===== src/rtl/fetch_unit_pkg.sv =====
// Shared types and constants for the instruction fetch front end.
package fetch_pkg;

    // Fetch sequencer states: issue request, await data, present to decoder.
    typedef enum logic [1:0] {
        S_REQ  = 2'd0,
        S_WAIT = 2'd1,
        S_HOLD = 2'd2
    } fetch_state_t;

    // addi x0, x0, 0 -- what the decoder sees whenever nothing is valid.
    localparam logic [31:0] INSTR_NOP        = 32'h0000_0013;
    localparam logic [31:0] RESET_PC_DEFAULT = 32'h0000_0000;

    // Instruction fetch is word-granular; low two bits never reach memory.
    function automatic logic [31:0] word_align(input logic [31:0] a);
        return {a[31:2], 2'b00};
    endfunction

endpackage


===== src/rtl/fetch_unit_pc_reg.sv =====
// Program counter register: reset value, redirect load, sequential increment.
module pc_reg
    import fetch_pkg::*;
#(
    parameter logic [31:0] RESET_PC = RESET_PC_DEFAULT
) (
    input  logic        clk,
    input  logic        rst,
    input  logic        i_load,
    input  logic [31:0] i_target,
    input  logic        i_inc,
    output logic [31:0] o_pc,
    output logic [31:0] o_pc_plus4
);

    logic [31:0] r_pc;

    // Load beats increment so a redirect always wins over the sequential path.
    always_ff @(posedge clk) begin
        if (rst)
            r_pc <= word_align(RESET_PC);
        else if (i_load)
            r_pc <= word_align(i_target);
        else if (i_inc)
            r_pc <= r_pc + 32'd4;
    end

    assign o_pc       = r_pc;
    assign o_pc_plus4 = r_pc + 32'd4;   // wraps modulo 2^32

endmodule


===== src/rtl/fetch_unit.sv =====
// Instruction fetch front end: one outstanding imem request, one held
// instruction, redirects from the decoder squash in-flight or held work.
module fetch_unit
    import fetch_pkg::*;
#(
    parameter logic [31:0] RESET_PC = RESET_PC_DEFAULT
) (
    input  logic        clk,
    input  logic        rst,
    output logic        imem_req_o,
    output logic [31:0] imem_addr_o,
    input  logic        imem_gnt_i,
    input  logic        imem_rvalid_i,
    input  logic [31:0] imem_rdata_i,
    output logic [31:0] instr_o,
    output logic [31:0] pc_o,
    output logic [31:0] pc_plus4_o,
    output logic        instr_valid_o,
    input  logic        instr_ready_i,
    input  logic        redirect_i,
    input  logic [31:0] redirect_target_i
);

    fetch_state_t state_q;
    logic [31:0]  instr_q;
    logic         kill_q;

    logic [31:0]  w_pc;
    logic [31:0]  w_pc_plus4;
    logic         w_pc_inc;
    logic         w_in_hold;

    assign w_in_hold = (state_q == S_HOLD);

    // Sequential advance only when the decoder consumes without branching.
    assign w_pc_inc = w_in_hold & instr_ready_i & ~redirect_i;

    pc_reg #(
        .RESET_PC   (RESET_PC)
    ) u_pc_reg (
        .clk        (clk),
        .rst        (rst),
        .i_load     (redirect_i),
        .i_target   (redirect_target_i),
        .i_inc      (w_pc_inc),
        .o_pc       (w_pc),
        .o_pc_plus4 (w_pc_plus4)
    );

    // Fetch sequencer; kill_q marks a granted request whose data must be dropped.
    always_ff @(posedge clk) begin
        if (rst) begin
            state_q <= S_REQ;
            kill_q  <= 1'b0;
            instr_q <= INSTR_NOP;
        end else begin
            case (state_q)
                S_REQ: begin
                    if (imem_gnt_i) begin
                        state_q <= S_WAIT;
                        kill_q  <= redirect_i;
                    end
                end
                S_WAIT: begin
                    if (imem_rvalid_i) begin
                        kill_q <= 1'b0;
                        if (!kill_q && !redirect_i) begin
                            instr_q <= imem_rdata_i;
                            state_q <= S_HOLD;
                        end else begin
                            state_q <= S_REQ;
                        end
                    end else if (redirect_i) begin
                        kill_q <= 1'b1;
                    end
                end
                S_HOLD: begin
                    if (instr_ready_i || redirect_i)
                        state_q <= S_REQ;
                end
                default: begin
                    state_q <= S_REQ;
                    kill_q  <= 1'b0;
                end
            endcase
        end
    end

    // Outputs decode from registered state only; reset masks them at once
    // so a mid-operation reset never shows a stale request or instruction.
    assign imem_req_o    = (state_q == S_REQ) & ~rst;
    assign imem_addr_o   = w_pc;
    assign instr_valid_o = w_in_hold & ~rst;
    assign instr_o       = (w_in_hold & ~rst) ? instr_q : INSTR_NOP;
    assign pc_o          = rst ? word_align(RESET_PC) : w_pc;
    assign pc_plus4_o    = rst ? word_align(RESET_PC) + 32'd4 : w_pc_plus4;

endmodule


===== config.mk =====
export PLATFORM = sky130hd
export DESIGN_NAME = fetch_unit
export DESIGN_NICKNAME = d
export VERILOG_FILES = /design/src/rtl/fetch_unit_pkg.sv /design/src/rtl/fetch_unit_pc_reg.sv /design/src/rtl/fetch_unit.sv
export SDC_FILE = /design/constraint.sdc
export NUM_CORES = 1
export LEC_CHECK = 0
export BUFFER_PORTS_ARGS = -buffer_cell sky130_fd_sc_hd__buf_4
export CORE_ASPECT_RATIO = 1.4
export CORE_UTILIZATION = 52
export CTS_BUF_LIST = sky130_fd_sc_hd__clkbuf_4
export CTS_CLUSTER_SIZE = 28
export DETAILED_ROUTE_END_ITERATION = 6
export GPL_TIMING_DRIVEN = 0
export PLACE_DENSITY = 0.88
export SLEW_MARGIN = 15
export SYNTH_ARGS = -nofsm -noshare
export SYNTH_HDL_FRONTEND = slang
export SYNTH_SLANG_ARGS = --single-unit

===== constraint.sdc =====
create_clock -name clk -period 6.1 [get_ports clk]
set_input_delay 1.22 -clock clk [delete_from_list [all_inputs] [get_ports clk]]
set_output_delay 1.22 -clock clk [all_outputs]
set_load 0.02 [all_outputs]

==> summary.txt, run 1 <==
Run status
  • Status: finished, final reports clean

Synthesis
  • Yosys warns: 0
  • Synth async-reset ratio: 0
  • Post-synthesis sequential area ratio: 0.312
  • Seq cells post-synth: 65
  • Mapped Cells: 575
  • Netlist Area Pre-Place: 4170 um^2
  • Post-synth EDFFs: 0
  • Top_reg_cell synth: dfxtp_1
  • Synthesized area per cell: 7.25 um^2
  • Library cells used by synthesis: 54

STA
  • Max Clk Rate: 241 MHz
  • Final worst-path cycle share: 0.680
  • Setup_tns: 0 ps
  • Clock skew: 27.1 ps
  • Final setup violation count: 0
  • RSZ-0062 raised after global routing: no
  • Hold Vio Cnt, Final: 0
  • Fin crit period: 4150 ps
  • Final Max Tran Viols: 0
  • Least-Margin Pin Slew: 1240 ps
  • Max-slew headroom: 0.169

Floorplanning
  • Row Count: 38
  • Core ar.: 7750 um^2
  • Initial Utilization: 0.538
  • DIE AREA: 8390 um^2
  • Die X: 77.7 um
  • Die Y: 108 um
  • Boundary pin count: 200

Flow run
  • Max cap viols: 0

Clock network
  • CTS clk-pin slew, worst paths: 100 ps
  • Clock Sinks: 65
  • Worst skew pair latency: 470 ps
  • CTS tree: built
  • Max Buffers Root-to-Sink: 2
  • Post-CTS setup buffers: 0
  • CTS root buffer: clkbuf_4
  • Clock buffer count from CTS: 9
  • CTS Hold Buffers Added: 0
  • Post-CTS Resized: 0
  • CTS H-tree depth: 3

Setup path
  • Critical Path Source Type: input pin
  • Crit path max-delay cell type: clkbuf_1
  • Crit. End Element: output port
  • Setup Crit Path Kind: in2out
  • Crit Path Max Fanout: 10
  • Worst endpoint data arrival time: 2930 ps
  • R2R Path Start: u_pc_reg.o_pc[5]$_SDFFE_PP0P_
  • CP most frequent cell: clkbuf_1
  • Worst Path Required: 4880 ps
  • Worst reg2reg path depth: 4
  • Critical path cell sequence: buf_4, clkbuf_1, clkbuf_1, clkbuf_1, nor2_1, buf_4
  • R2R setup slack: 3620 ps
  • Reg-to-reg critical path endpoint: u_pc_reg.o_pc[23]$_SDFFE_PP0P_
  • Slowest cell delay on critical path: 470 ps

Routing
  • First DRT Iteration DRCs: 565
  • Via count: 5,201
  • WL final: 14,500 um
  • DRT antenna net count: 0
  • Pre-Repair DR Iteration Count: 6
  • DRC viols: 0
  • Drt wl/cell: 16.4 um
  • Via-per-instance ratio: 5.87

Global routing
  • Vias in the first global route: 4,848
  • Largest net degree at the start of global routing: 13
  • First-pass GRT wire length: 22,700 um
  • GRT overflow: 0
  • Gr usage total: 0.346
  • Initial antenna violation count: 0

Cells and area
  • Post-route non-filler standard cell count: 886
  • Total Nets Final: 852
  • Layout cell share with drive strength beyond 1: 0.299
  • Finished Core Util: 0.763
  • Area Growth Syn to Fin: 41.7%
  • ANT cells: 0

Power
  • Flop pwr share: 0.435
  • Switch share: 0.322
  • P_sw: 347 uW
  • Clk network pwr share: 0.327
  • Power Dens Cells: 182 nW/um^2
  • Int Pwr: 731 uW
  • Leak: 0.00245 uW
  • Peak VDD IR: 0.159 mV
  • Logic pwr share: 0.238

Place
  • Count of input and output buffers: 190
  • Hpwl dp: 11,000 um
  • Placed cell count: 870
  • GPL Wtd Cong: 0.944

Worst hold path
  • Hold wc startpoint: instr_q[7]$_SDFFE_PP0P_
  • Hold EP: instr_q[7]$_SDFFE_PP0P_
  • Hold Path Class: reg2reg
  • Hold depth: 2
[power by group through the flow]
stage / Clock, uW / Sequential [uW] / Combinational (uW)
floorplan: 0 / 488 / 125
global placement: 0 / 476 / 249
detailed placement: 0 / 478 / 254
CTS: 351 / 468 / 255
global route: 375 / 473 / 274
finish: 352 / 469 / 257
[worst max-delay path: cells and delay by family]
family | cells | cell delay, ps
buf+inv | 5 | 1570
simple gates | 1 | 140
[state kept, by name (all words and copies together) (netlist names)]
signal / count
instr_q: 32
kill_q: 1
state_q: 2
u_pc_reg.o_pc: 30
[stage by stage]
step	cell area (um^2)	hold slack (ps)	total power, uW	worst slack, ps
CTS	5910	459	1070	2020
global placement	5740	438	725	2010
floorplan	4190	432	613	2670
global route	5910	484	1120	1880
finish	5910	456	1080	1950
detailed placement	5740	442	732	2030
[synthesized netlist by cell type, drive strengths merged (3+ instances only)]
master   number  area [um^2]
a2111oi       3         26.3
a211oi        6         45.0
a21oi        46          230
a311oi       11         96.3
and2         32          200
and3          3         18.8
and4          7         61.3
buf          18         98.8
clkbuf       41          156
dfxtp        65         1300
inv           7         26.3
mux2          9          101
nand2        88          330
nand2b        3         18.8
nand3        14         75.1
nand3b        4         30.0
nand4        18          113
nor2         45          169
nor2b        32          200
nor3         18         90.1
nor4         10         68.8
o2111a        3         33.8
o211ai        3         22.5
o21ai        16         80.1
o31ai         6         45.0
or3          20          125
or4           7         56.3
xnor2        11         96.3
xor2          4         35.0
[layer usage]
| layer | global-route usage | part of all wire | up-vias |
|---|---|---|---|
| li1 | - | - | 2422 |
| met1 | 0.356 | 0.35 | 2329 |
| met2 | 0.619 | 0.49 | 383 |
| met3 | 0.0979 | 0.11 | 67 |
| met4 | 0.208 | 0.045 | 0 |
| met5 | 0 | 0 | - |
[worst max-delay path by stage]
stage,start,end,slack (ps)
after floorplan,u_pc_reg.o_pc[2]$_SDFFE_PP0P_,pc_plus4_o[16],2670
after global placement,rst,pc_plus4_o[17],2010
after detailed placement,rst,pc_plus4_o[6],2030
after CTS,rst,pc_plus4_o[6],2020
after global routing,rst,pc_plus4_o[28],1880
final,rst,pc_plus4_o[6],1950
[layout by cell type (no fill, tap or decap), types with 3 or more instances in the layout]
cell,netlist,routed
nor4_1,9,9
and2_1,32,32
nor3_1,18,18
xnor2_1,11,11
buf_1,5,5
clkbuf_1,39,39
o211ai_1,3,3
conb_1,1,6
clkbuf_4,0,10
or3_1,20,20
buf_4,6,196
buf_2,7,7
mux2_2,9,9
o2111a_1,3,3
a211oi_1,6,6
o31ai_1,6,6
xor2_1,4,4
nand3b_1,4,4
dfxtp_1,65,65
nor2_1,45,45
a21oi_1,46,46
and4_1,7,7
a311oi_1,11,11
nand4_1,18,18
or4_1,6,6
nor2b_1,32,32
and3_1,3,3
a2111oi_0,3,3
nand2_1,88,88
nand2b_1,3,3
o21ai_0,16,16
nand3_1,13,13
inv_1,7,7
[cells by family after synthesis]
kind of cell / synth area share
AOI/OAI and AO/OA: 0.178
xor gates and xnor gates: 0.0315
adders and majority gates: 0.00300
buffers and inverters: 0.0675
DFF: 0.312
muxes: 0.0243
other: 0.000899
and+or+nand+nor: 0.383
[cell type report]
class | instances | area, um^2
Buffer | 59 | 255
Timing Repair Buffer | 190 | 1430
Clock buffer | 10 | 75.1
Tap cell | 100 | 125
Clock inverter | 6 | 92.6
Sequential cell | 65 | 1300
Fill cell | 603 | 1840
Inverter | 7 | 26.3
Multi-Input combinational cell | 449 | 2610
Power figures use the tool's default switching activity.
==> run 2, diff against run 1 <==
--- a/config.mk
+++ b/config.mk
@@ -7,12 +7,12 @@
 export LEC_CHECK = 0
 export BUFFER_PORTS_ARGS = -buffer_cell sky130_fd_sc_hd__buf_4
 export CORE_ASPECT_RATIO = 1.4
-export CORE_UTILIZATION = 52
+export CORE_UTILIZATION = 44
 export CTS_BUF_LIST = sky130_fd_sc_hd__clkbuf_4
 export CTS_CLUSTER_SIZE = 28
 export DETAILED_ROUTE_END_ITERATION = 6
 export GPL_TIMING_DRIVEN = 0
-export PLACE_DENSITY = 0.88
+export PLACE_DENSITY = 0.8
 export SLEW_MARGIN = 15
 export SYNTH_ARGS = -nofsm -noshare
 export SYNTH_HDL_FRONTEND = slang
==> constraint.sdc (replaced) <==
create_clock -name clk -period 3.7 [get_ports clk]
set_input_delay 0.74 -clock clk [delete_from_list [all_inputs] [get_ports clk]]
set_output_delay 0.74 -clock clk [all_outputs]
set_load 0.02 [all_outputs]
==> summary.txt, run 2 (same netlist as run 1, synthesis figures left out) <==
Clock network
  • Clock buffer count from CTS: 9
  • Max Buffers Root-to-Sink: 2
  • CTS clk-pin slew, worst paths: 120 ps
  • Post-CTS setup buffers: 0
  • Clock Sinks: 65
  • Worst skew pair latency: 450 ps
  • CTS root buffer: clkbuf_4
  • CTS H-tree depth: 3
  • CTS tree: built

Setup path
  • Worst reg2reg path depth: 5
  • R2R Path Start: u_pc_reg.o_pc[3]$_SDFFE_PP0P_
  • Reg-to-reg critical path endpoint: u_pc_reg.o_pc[20]$_SDFFE_PP0P_
  • R2R setup slack: 1380 ps
  • Worst Path Required: 2960 ps
  • Worst endpoint data arrival time: 2810 ps
  • Crit Path Max Fanout: 10
  • Setup Crit Path Kind: reg2out
  • Crit. End Element: output port
  • Worst setup startpoint: u_pc_reg.o_pc[3]$_SDFFE_PP0P_
  • Critical Path Source Type: register

Power
  • Logic pwr share: 0.250
  • Total power draw: 1700 uW
  • Power Dens Cells: 288 nW/um^2
  • Peak VDD IR: 0.211 mV
  • P_sw: 577 uW
  • Int Pwr: 1130 uW
  • Clk network pwr share: 0.296
  • Leak: 0.00245 uW
  • Switch share: 0.339
  • Flop pwr share: 0.454

Run status
  • Status: complete, but fails checks
  • Failing checks: design-rule violations

Global routing
  • Gr usage total: 0.303
  • GRT overflow: 0
  • Initial antenna violation count: 0
  • First-pass GRT wire length: 23,400 um
  • Vias in the first global route: 4,865
  • Largest net degree at the start of global routing: 13

Cells and area
  • Biggest register: instr_q
  • Commonest non-fill, non-tap cell in the layout: buf_4
  • Max FFs per register: 32
  • Post-route non-filler standard cell count: 893
  • Area of the multi-input gates: 2620 um^2
  • Area Growth Syn to Fin: 41.6%
  • Most frequent cells in the layout: buf_4 (196), nand2_1 (88), dfxtp_1 (64)
  • Finished Core Util: 0.647
  • ANT cells: 0
  • Layout cell share with drive strength beyond 1: 0.303
  • Total Nets Final: 852
  • Combined flip-flop and latch cell area: 1300 um^2
  • # fillers: 840

Routing
  • First DRT Iteration DRCs: 398
  • Via-per-instance ratio: 5.76
  • Drt wl/cell: 17.0 um
  • DRT antenna net count: 0
  • DRC viols: 32
  • Pre-Repair DR Iteration Count: 7
  • WL final: 15,100 um
  • Via count: 5,147

STA
  • Fin crit period: 3550 ps
  • Max Clk Rate: 282 MHz
  • Final Max Tran Viols: 0
  • Max-slew headroom: 0.450
  • Least-Margin Pin Slew: 818 ps
  • Final setup violation count: 0
  • Final worst-path cycle share: 0.959
  • Setup ws final: 150 ps
  • RSZ-0062 raised after global routing: no
  • Hold Vio Cnt, Final: 0
  • Clock skew: 12.6 ps
  • Setup_tns: 0 ps

Place
  • Placed cell count: 877
  • Hpwl dp: 11,600 um
  • Setup slack at placement: 461 ps
  • GPL Wtd Cong: 1.07
  • Count of input and output buffers: 190

Flow run
  • Max cap viols: 0

Floorplanning
  • DIE AREA: 9880 um^2
  • Core ar.: 9130 um^2
  • Boundary pin count: 200
  • Die X: 84.3 um
  • Initial Utilization: 0.457
  • Row Count: 41
  • Die Y: 117 um

Worst hold path
  • Hold EP: instr_q[12]$_SDFFE_PP0P_
  • Hold wc startpoint: instr_q[12]$_SDFFE_PP0P_
  • Hold depth: 2
  • Hold Path Class: reg2reg
run 2: changes by cell type in the layout (fill, tap and decap cells not counted), sizes merged:
cell,delta
bufinv,-1
clkbuf,-1
clkinv,+1
clkinvlp,+1
run 2: area by class of cell:
cell class	instances	share of cell area
clock inverter	7	0.0121
timing repair buffer	190	0.241
inverter	7	0.00445
buffer	59	0.0432
multi-input combinational	449	0.444
tap	107	0.0227
clock buffer	9	0.0114
sequential	65	0.221
run 2: through the flow:
stage / hold WS [ps] / cell area [um^2]
floorplan: 432 / 4190
global placement: 437 / 5750
detailed placement: 444 / 5750
CTS: 460 / 5890
global route: 470 / 5910
finish: 458 / 5910
run 2: routing by layer:
metal / part of all wire / track usage
met2: 0.50 / 0.551
met1: 0.35 / 0.310
met5: 0 / 0
met4: 0.046 / 0.186
met3: 0.10 / 0.0884
run 2: how the worst max path moves through the flow:
stage               slack (ps)        endpoint
floorplan                  750  pc_plus4_o[16]
detailed placement         460  pc_plus4_o[26]
global route                 6  pc_plus4_o[16]
global placement           510  pc_plus4_o[17]
finish                     150  pc_plus4_o[16]
CTS                         20  pc_plus4_o[30]
run 2: worst max-delay path, cell delays in order (launching register included):
cell,delay [ps]
dfxtp_1,470
ha_2,280
nand3_2,160
or3_1,490
clkbuf_1,250
or3_1,350
a21oi_1,180
buf_4,170
run 2: power groups by stage:
stage | registers (uW) | clock network (uW) | logic (uW)
after detailed placement | 787 | 0 | 421
after floorplan | 805 | 0 | 207
after CTS | 771 | 504 | 422
after global placement | 785 | 0 | 413
after global routing | 779 | 537 | 452
final | 773 | 503 | 425
run 2: repair_timing:
| item | in CTS | in global routing |
|---|---|---|
| hold buffers | 0 | 0 |
| setup endpoints to repair | 0 | 2 |
| gates resized for setup | 0 | 3 |
==> run 3, diff against run 2 <==
--- a/config.mk
+++ b/config.mk
@@ -5,14 +5,16 @@
 export SDC_FILE = /design/constraint.sdc
 export NUM_CORES = 1
 export LEC_CHECK = 0
+export ABC_AREA = 1
 export BUFFER_PORTS_ARGS = -buffer_cell sky130_fd_sc_hd__buf_4
 export CORE_ASPECT_RATIO = 1.4
-export CORE_UTILIZATION = 44
+export CORE_UTILIZATION = 43
 export CTS_BUF_LIST = sky130_fd_sc_hd__clkbuf_4
+export CTS_CLUSTER_DIAMETER = 60
 export CTS_CLUSTER_SIZE = 28
 export DETAILED_ROUTE_END_ITERATION = 6
 export GPL_TIMING_DRIVEN = 0
-export PLACE_DENSITY = 0.8
+export PLACE_DENSITY = 0.79
 export SLEW_MARGIN = 15
 export SYNTH_ARGS = -nofsm -noshare
 export SYNTH_HDL_FRONTEND = slang
==> summary.txt, run 3 <==
Clock network
  • Clock buffer count from CTS: 9
  • CTS tree: built
  • Clock Sinks: 65
  • CTS root buffer: clkbuf_4
  • Post-CTS setup buffers: 0
  • CTS H-tree depth: 3
  • Post-CTS Resized: 0
  • Worst skew pair latency: 430 ps
  • CTS Hold Buffers Added: 0
  • Max Buffers Root-to-Sink: 2
  • CTS clk-pin slew, worst paths: 110 ps

Synthesis
  • Post-synthesis sequential area ratio: 0.326
  • Synth area leader: dfxtp_1
  • Top area cells in the synthesized netlist: dfxtp_1 (33%), nand2_1 (14%), nor2_1 (14%), inv_1 (7.4%), a21oi_1 (6.6%)
  • Seq cells post-synth: 65
  • Yosys top cell area share: 0.326
  • Yosys warns: 0
  • Post-synth EDFFs: 0
  • Netlist Area Pre-Place: 3990 um^2
  • Most common cell in the synthesized netlist: nand2_1
  • Synth async-reset ratio: 0
  • Library cells used by synthesis: 30
  • Mapped Cells: 670
  • Top cells by count, synth: nand2_1 (153), nor2_1 (150), inv_1 (79), dfxtp_1 (65), a21oi_1 (53)
  • Top_reg_cell synth: dfxtp_1
  • Synthesized area per cell: 5.96 um^2

Routing
  • Pre-Repair DR Iteration Count: 5
  • Drt wl/cell: 14.1 um
  • DRC viols: 0
  • WL final: 13,900 um
  • Via count: 5,000
  • DRT antenna net count: 0
  • Via-per-instance ratio: 5.06
  • First DRT Iteration DRCs: 339

Place
  • Count of input and output buffers: 190
  • GPL Wtd Cong: 0.988
  • Hpwl dp: 11,000 um

Floorplanning
  • DIE AREA: 9670 um^2
  • Boundary pin count: 200
  • Die X: 83.4 um
  • Initial Utilization: 0.442
  • Core ar.: 9030 um^2
  • Row Count: 41
  • Die Y: 116 um

Setup path
  • Crit. End Element: output port
  • Worst setup startpoint: u_pc_reg.o_pc[3]$_SDFFE_PP0P_
  • Worst endpoint data arrival time: 2250 ps
  • CP delay by family, top: simple AND/OR/NAND/NOR gates
  • Crit path max-delay cell type: dfxtp_1
  • Critical Path Source Type: register
  • Crit Path Max Fanout: 6
  • Setup Crit Path Kind: reg2out
  • R2R Path Start: u_pc_reg.o_pc[3]$_SDFFE_PP0P_
  • Worst Path Required: 2960 ps
  • Slowest cell delay on critical path: 440 ps
  • CP bufs+invs: 1
  • Critical path cell sequence: ha_1, nand2_2, nor2_4, nand2_4, nor2_2, nand3_1, a21oi_1, buf_4

Flow run
  • Max cap viols: 0

Cells and area
  • Biggest register: instr_q
  • Most frequent cells in the layout: buf_4 (196), nand2_1 (153), nor2_1 (150)
  • Layout cell share with drive strength beyond 1: 0.276
  • Max FFs per register: 32
  • Commonest non-fill, non-tap cell in the layout: buf_4
  • Area Growth Syn to Fin: 43.4%
  • ANT cells: 0
  • Finished Core Util: 0.634
  • Total Nets Final: 947

Global routing
  • Vias in the first global route: 4,748
  • Gr usage total: 0.284
  • First-pass GRT wire length: 21,600 um
  • Initial antenna violation count: 0
  • GRT overflow: 0
  • Largest net degree at the start of global routing: 12

STA
  • Least-Margin Pin Slew: 649 ps
  • Final worst-path cycle share: 0.808
  • RSZ-0062 raised after global routing: no
  • Clock skew: 12.4 ps
  • Hold Vio Cnt, Final: 0
  • Final setup violation count: 0
  • Max-slew headroom: 0.567
  • Max Clk Rate: 335 MHz
  • Final Max Tran Viols: 0
  • Fin crit period: 2990 ps
  • Setup_tns: 0 ps

Power
  • P_sw: 568 uW
  • Flop pwr share: 0.446
  • Clk network pwr share: 0.313
  • Switch share: 0.325
  • Leak: 0.00269 uW
  • Peak VDD IR: 0.199 mV
  • Int Pwr: 1180 uW
  • Logic pwr share: 0.242
  • Power Dens Cells: 306 nW/um^2

Worst hold path
  • Hold Path Class: reg2reg
  • Hold wc startpoint: instr_q[31]$_SDFFE_PP0P_

Run status
  • Status: finished, final reports clean
run 3: power groups by stage:
stage | Combinational (uW) | Sequential (uW) | Clock (uW)
after floorplan | 212 | 812 | 0
after global placement | 415 | 794 | 0
after detailed placement | 422 | 795 | 0
after CTS | 423 | 779 | 554
after global routing | 461 | 786 | 584
final | 423 | 780 | 547
run 3: final timing paths:
check,end,slack [ps],cells after the start
setup / recovery,pc_plus4_o[28],710,8
hold / removal,instr_q[31]$_SDFFE_PP0P_,460,2
setup reg to reg,u_pc_reg.o_pc[28]$_SDFFE_PP0P_,1980,10
hold reg to reg,instr_q[31]$_SDFFE_PP0P_,460,2
run 3: logic make-up (layout without fill, tap and decap cells):
group / after synthesis / count (layout) / share of synthesized area
flops: 65 / 65 / 0.326
buf+inv: 117 / 323 / 0.121
compound gates: 115 / 115 / 0.146
other cells: 1 / 6 / 0.000940
xor+xnor: 8 / 8 / 0.0176
simple gates: 363 / 363 / 0.385
fa+ha+maj: 1 / 1 / 0.00314
run 3: layout make-up:
type,instances,area (um^2)
tap,107,134
inverter,82,308
clock buffer,9,67.6
sequential,65,1300
fill,851,3310
clock inverter,7,85.1
timing repair buffer,190,1430
multi-input combinational,493,2220
buffer,35,176
run 3: through the flow:
stage	cell area, um^2	setup WS, ps	std cells	hold slack, ps	total power [uW]
6_report	5720	711	988	458	1750
3_5_place_dp	5570	914	972	447	1220
2_1_floorplan	4010	1270	675	430	1020
4_1_cts	5720	723	988	464	1760
3_3_place_gp	5570	917	972	438	1210
5_1_grt	5720	611	988	482	1830
run 3: layer usage:
metal	vias to the layer above	global-route usage	wire (um)	share of wire
met5	-	0	0	0
met2	260	0.543	7130	0.51
met4	0	0.153	556	0.040
met1	2218	0.285	5030	0.36
met3	43	0.0684	1180	0.085
li1	2479	-	-	-
run 3: worst reg2reg max path: stages (launching register included):
cell,delay [ps]
dfxtp_1,440
ha_1,230
nand2_2,90
nor2_4,200
nand2_4,120
nor2_2,220
nand2_1,80
nand2_1,80
nand3_1,60
nand2_1,70
nand2_1,40
